==> config.mk <==
export PLATFORM = sky130hd
export DESIGN_NAME = fetch_queue_flat
export DESIGN_NICKNAME = d
export VERILOG_FILES = /design/src/rtl/fetch_queue_if.sv /design/src/rtl/fetch_queue.sv /design/src/flat_wrapper.sv
export SDC_FILE = /design/constraint.sdc
export NUM_CORES = 1
export LEC_CHECK = 0
export ABC_AREA = 1
export ABC_CLOCK_PERIOD_IN_PS = 6100
export CORE_ASPECT_RATIO = 0.7
export CORE_MARGIN = 8
export CORE_UTILIZATION = 41
export CTS_CLUSTER_DIAMETER = 50
export DETAILED_ROUTE_END_ITERATION = 10
export GPL_TIMING_DRIVEN = 0
export HOLD_SLACK_MARGIN = 0.12
export SLEW_MARGIN = 15
export SYNTH_ARGS = -nofsm -noshare
export SYNTH_HDL_FRONTEND = slang
export SYNTH_SLANG_ARGS = --single-unit
export TNS_END_PERCENT = 20
==> constraint.sdc <==
create_clock -name clk -period 6.1 [get_ports clk]
set_input_delay 0.61 -clock clk [delete_from_list [all_inputs] [get_ports clk]]
set_output_delay 0.61 -clock clk [all_outputs]
set_load 0.01 [all_outputs]
==> src/rtl/fetch_queue_if.sv <==
// rtl/fetch_queue_if.sv - fetch unit bundle: control inputs, instruction-memory port and decode-side stream
interface fetch_queue_if #(
  parameter int XLEN       = 64,
  parameter int ADDR_WIDTH = 10
);
  logic                  fetch_en;
  logic                  redirect_valid;
  logic [XLEN-1:0]       redirect_pc;
  logic                  imem_req;
  logic [ADDR_WIDTH-1:0] imem_addr;
  logic [31:0]           imem_rdata;
  logic                  out_valid;
  logic                  out_ready;
  logic [XLEN-1:0]       out_pc;
  logic [31:0]           out_instr;
  logic                  out_misalign;

  modport master (
    input  fetch_en, redirect_valid, redirect_pc, imem_rdata, out_ready,
    output imem_req, imem_addr, out_valid, out_pc, out_instr, out_misalign
  );

  modport slave (
    output fetch_en, redirect_valid, redirect_pc, imem_rdata, out_ready,
    input  imem_req, imem_addr, out_valid, out_pc, out_instr, out_misalign
  );
endinterface

==> src/rtl/fetch_queue.sv <==
// rtl/fetch_queue.sv - fetch PC, 1-cycle imem requests and instruction FIFO toward decode
// Optional FETCH_MISALIGN_CHECK_EN: halt and flag on misaligned redirect targets.
module fetch_queue #(
  parameter int              XLEN       = 64,
  parameter int              ADDR_WIDTH = 10,
  parameter int              FIFO_DEPTH = 4,
  parameter logic [XLEN-1:0] RESET_PC   = '0
) (
  input  logic               clk,
  input  logic               rst,
  fetch_queue_if.master      bus
);
  localparam int PW = $clog2(FIFO_DEPTH);
  localparam int CW = PW + 1;

  logic [XLEN-1:0] fetch_pc;
  logic [XLEN-1:0] req_pc;
  logic            inflight;
  logic [XLEN-1:0] q_pc    [FIFO_DEPTH];
  logic [31:0]     q_instr [FIFO_DEPTH];
  logic [PW-1:0]   rd_ptr;
  logic [PW-1:0]   wr_ptr;
  logic [CW-1:0]   count;
  logic            halted;
  logic [XLEN-1:0] redirect_target;
  logic [CW:0]     credits_used;
  logic            issue;
  logic            pop;
  logic            push;

  // Queued entries plus the outstanding request must fit, so a response never meets a full FIFO.
  assign credits_used = {1'b0, count} + {{CW{1'b0}}, inflight};
  assign issue = !rst && bus.fetch_en && !bus.redirect_valid && !halted &&
                 (credits_used < (CW+1)'(FIFO_DEPTH));

  assign bus.imem_req  = issue;
  assign bus.imem_addr = fetch_pc[ADDR_WIDTH+1:2];
  assign bus.out_valid = !rst && (count != '0);
  assign bus.out_pc    = q_pc[rd_ptr];
  assign bus.out_instr = q_instr[rd_ptr];

  assign pop  = bus.out_valid && bus.out_ready;
  assign push = inflight;

`ifdef FETCH_MISALIGN_CHECK_EN
  assign redirect_target  = bus.redirect_pc;
  assign bus.out_misalign = halted;

  always_ff @(posedge clk) begin
    if (rst) begin
      halted <= 1'b0;
    end else if (bus.redirect_valid) begin
      halted <= |bus.redirect_pc[1:0];
    end
  end
`else
  assign redirect_target  = bus.redirect_pc & ~XLEN'(3);
  assign bus.out_misalign = 1'b0;
  assign halted           = 1'b0;
`endif

  always_ff @(posedge clk) begin
    if (!rst && !bus.redirect_valid && push) begin
      q_pc[wr_ptr]    <= req_pc;
      q_instr[wr_ptr] <= bus.imem_rdata;
    end
  end

  // Redirect outranks everything except reset: the response in flight is simply never written.
  always_ff @(posedge clk) begin
    if (rst) begin
      fetch_pc <= RESET_PC;
      req_pc   <= '0;
      inflight <= 1'b0;
      rd_ptr   <= '0;
      wr_ptr   <= '0;
      count    <= '0;
    end else if (bus.redirect_valid) begin
      fetch_pc <= redirect_target;
      inflight <= 1'b0;
      rd_ptr   <= '0;
      wr_ptr   <= '0;
      count    <= '0;
    end else begin
      if (push) wr_ptr <= wr_ptr + 1'b1;
      if (pop)  rd_ptr <= rd_ptr + 1'b1;
      count    <= count + CW'(push) - CW'(pop);
      inflight <= issue;
      if (issue) begin
        req_pc   <= fetch_pc;
        fetch_pc <= fetch_pc + XLEN'(4);
      end
    end
  end
endmodule

==> src/flat_wrapper.sv <==
// flat-port wrapper written by rule: the top's interface ports become plain ports
module fetch_queue_flat 
#(
  parameter int              XLEN       = 64,
  parameter int              ADDR_WIDTH = 10,
  parameter int              FIFO_DEPTH = 4,
  parameter logic [XLEN-1:0] RESET_PC   = '0
)
  (clk, rst, bus_fetch_en, bus_redirect_valid, bus_redirect_pc, bus_imem_rdata, bus_out_ready, bus_imem_req, bus_imem_addr, bus_out_valid, bus_out_pc, bus_out_instr, bus_out_misalign);
  fetch_queue_if #(.XLEN(XLEN), .ADDR_WIDTH(ADDR_WIDTH)) bus_i ();
  input  logic clk;
  input  logic rst;
  input wire logic [$bits(bus_i.fetch_en)-1:0] bus_fetch_en;
  input wire logic [$bits(bus_i.redirect_valid)-1:0] bus_redirect_valid;
  input wire logic [$bits(bus_i.redirect_pc)-1:0] bus_redirect_pc;
  input wire logic [$bits(bus_i.imem_rdata)-1:0] bus_imem_rdata;
  input wire logic [$bits(bus_i.out_ready)-1:0] bus_out_ready;
  output wire logic [$bits(bus_i.imem_req)-1:0] bus_imem_req;
  output wire logic [$bits(bus_i.imem_addr)-1:0] bus_imem_addr;
  output wire logic [$bits(bus_i.out_valid)-1:0] bus_out_valid;
  output wire logic [$bits(bus_i.out_pc)-1:0] bus_out_pc;
  output wire logic [$bits(bus_i.out_instr)-1:0] bus_out_instr;
  output wire logic [$bits(bus_i.out_misalign)-1:0] bus_out_misalign;
  assign bus_i.fetch_en = bus_fetch_en;
  assign bus_i.redirect_valid = bus_redirect_valid;
  assign bus_i.redirect_pc = bus_redirect_pc;
  assign bus_i.imem_rdata = bus_imem_rdata;
  assign bus_i.out_ready = bus_out_ready;
  assign bus_imem_req = bus_i.imem_req;
  assign bus_imem_addr = bus_i.imem_addr;
  assign bus_out_valid = bus_i.out_valid;
  assign bus_out_pc = bus_i.out_pc;
  assign bus_out_instr = bus_i.out_instr;
  assign bus_out_misalign = bus_i.out_misalign;
  fetch_queue #(.XLEN(XLEN), .ADDR_WIDTH(ADDR_WIDTH), .FIFO_DEPTH(FIFO_DEPTH), .RESET_PC(RESET_PC)) u_core (.clk(clk), .rst(rst), .bus(bus_i));
endmodule
==> run metrics <==
unrepaired setup endpoints after global routing=false; Total GRT Usage=between 20% and 30%; clock tree buffer depth=3; IO Count=210; grt total ovfl=0; vias in the first global route=roughly 16000; DR pass1 iterations=5; Worst Reg2Reg Path Length in Cells=11; Final Hold Vio Count=0; R2R setup slack=3.83 ns; GP Congestion=0.940; Num Clock Sinks=510; DR iter-0 viols=1545; Cells after Synth=2069; die width=289 µm; max_slew headroom=37.2%; worst-skew pair later-pin latency=0.61 ns; postcts setup bufs=0; setup TNS=0 ns; Hold Path Class=flop to flop; outcome=finished, final reports clean; Max Slew Vio Count=0; post-synthesis sequential area ratio=about two thirds; slew at the pin closest to its max-slew limit=0.942 ns; Distinct cells, synth=44; syn_area_per_cell=10.3 µm²; Synth-to-Final Area Change=24.1%; share of cells above drive strength 1=8.94%; Pwr Density=284 mW/mm²; initial core utilization=41.1%; Hold Startpoint=u_core.req_pc[26]$_SDFFE_PP0P_; pin count of the biggest net entering global routing=25; drt wl/cell=21.7 µm; fmax=245 MHz; first-pass GRT wire length=97800 µm; Die Y=approximately 210 µm; Rows=70; Worst Path Required=5.49 ns; Hold Crit Depth=0; maxcap violations=0; vias post-DR=16262; Seq cells post-synth=between 500 and 600; post_cts resized=0; hpwl dp=48100 µm; total routed wirelength=66700 µm; Synth warnings=0; H-tree levels=2; Clock transition at path regs=0.06 ns; end-of-flow core utilization=51.0%; Final Cycle Share=67.0%; critical path class=flop to primary output; hold_buf cts=0; FF-to-FF End=u_core.fetch_pc[44]$_SDFFE_PP0P_; crit path time final=roughly 4 ns; die area=0.0597 mm²; cell area after synthesis=0.0213 mm²; Routed Antenna Nets=0; CP startpoint kind=flop; crit path DAT=approximately 3.5 ns; antenna violations before repair=3; Root Buffer=clkbuf_16; IO buf count=204; crit path max fanout=10; Post-synth EDFFs=376; vias per cell=5.28; top_reg_cell synth=edfxtp_1; Remaining DRCs=0; CTS tree=built; skew final=0.0170 ns; final setup vio count=0; leakage=9.39 nW; area of the core=slightly above 0.05 mm²; Async S/R FF share, synth=0%; worst ir drop on vdd=0.185 mV; RR Startpoint=u_core.fetch_pc[3]$_SDFFE_PP0P_; Num CTS Buffers=55; CP Capture Type=primary output; Layout Nets=2459; WHS Endpoint=u_core.q_pc[1][26]$_DFFE_PP_
[report_power, final]
part	switching (mW)	total (mW)	internal (mW)	leakage, nW
sequential	0.0783	3.85	3.78	4.42
clock	1.42	3.30	1.87	0.876
combinational	0.214	0.371	0.157	4.10
total	1.72	7.52	5.81	9.39
[sequential cells by signal (all words and copies together), names as in the netlist, named ones only]
signal	cells
u_core.q_pc	248
u_core.q_instr	128
u_core.fetch_pc	62
u_core.req_pc	62
u_core.count	3
u_core.rd_ptr	2
u_core.wr_ptr	2
u_core.inflight	1
[routing by layer]
layer | vias to the layer above | wire length, µm | global-route usage, %
li1 | 7690 | - | -
met4 | 0 | 1210 | 5.16
met2 | 622 | 28900 | 32.9
met3 | 79 | 5730 | 4.57
met1 | 7871 | 30800 | 32.0
met5 | - | 0 | 0
[worst max-delay path by stage]
stage / start / to
after global routing: flop / bus_out_pc[29]
after global placement: bus_redirect_valid / u_core.q_pc[3][19]$_DFFE_PP_
after CTS: flop / bus_out_pc[29]
after detailed placement: bus_redirect_valid / bus_imem_req
after floorplan: bus_redirect_valid / u_core.q_instr[0][0]$_DFFE_PP_
final: flop / bus_out_pc[34]
[per-stage QoR]
step	total power, mW	std cells	instance area [µm²]	worst slack, ns	hold slack [ns]
final	7.52	3080	26500	2.01	0.510
after global routing	7.74	3078	26500	1.82	0.529
after CTS	7.57	3078	26500	1.92	0.504
after detailed placement	4.29	2976	24700	2.48	0.490
after global placement	4.28	2959	24200	-3.13	0.477
after floorplan	4.06	2071	21300	0.791	0.455
[cell usage after synthesis, types with 2 or more instances]
master    count  area share, %
nand2_1     266            4.7
nand3_4       3           0.25
clkinv_1      2          0.035
dfxtp_1     134             13
xnor2_1       2          0.082
o211ai_1      2          0.070
nor2_4       10           0.53
o221ai_1      3           0.12
nor2_8        2           0.19
buf_2        29           0.68
o21ai_1      13           0.30
o22ai_1      95            2.8
nand4_1      14           0.41
a31oi_1       9           0.26
nor3_1        5           0.12
nor2_1      373            6.6
inv_1       148            2.6
ha_1          8           0.47
nand3_1      52            1.2
clkbuf_1     66            1.2
edfxtp_1    376             53
buf_6         2           0.11
nor2_2       12           0.35
nand2_4       3           0.16
buf_4        19           0.67
nand2_2      11           0.32
xor2_1       19           0.78
a211oi_2      2           0.12
inv_2         6           0.11
buf_1         2          0.035
nand3b_1     14           0.49
o21ai_0     296            6.9
a21oi_1      60            1.4
[cells in the final DEF, fill, tap and decap left out, drive strengths merged, types with 8 or more instances in the layout]
cell type | Yosys | routed
clkdlybuf4s50 | 0 | 204
nand3b | 15 | 15
clkbuf | 67 | 134
edfxtp | 376 | 376
xor2 | 19 | 19
o21ai | 309 | 309
a21oi | 60 | 60
nand3 | 55 | 55
nand2 | 280 | 280
o22ai | 95 | 95
clkinv | 2 | 22
nand4 | 14 | 14
nor2 | 397 | 397
ha | 8 | 8
buf | 52 | 69
dfxtp | 134 | 134
a31oi | 9 | 9
inv | 154 | 161
[kinds of logic after synthesis]
| family | count (synthesis) | synth area share (%) |
|---|---|---|
| AND/OR/NAND/NOR | 770 | 15.5 |
| AO/OA/AOI/OAI | 483 | 12.1 |
| flip-flops | 510 | 65.5 |
| adder cells (fa/ha/maj) | 9 | 0.563 |
| XOR/XNOR | 21 | 0.862 |
| other | 1 | 0.0176 |
| buffers and inverters | 275 | 5.42 |
[worst max-delay path, stage by stage, from the launching register on]
cell and delay (ns):
dfxtp_1 0.39, inv_1 0.16, clkbuf_1 0.72, clkbuf_1 0.46, o21ai_0 0.17, o22ai_1 0.30, clkdlybuf4s50_1 0.66
[final cells by class]
type / count / area, µm²
fillers: 4702 / 25400
repair buffers: 221 / 2440
flip-flops and latches: 510 / 14000
well taps: 684 / 856
clock inverters: 35 / 309
multi-input cells: 1286 / 6240
diodes: 2 / 5.00
plain buffers: 119 / 571
clock buffers: 67 / 1480
inverters: 156 / 586
Power figures use the tool's default switching activity.
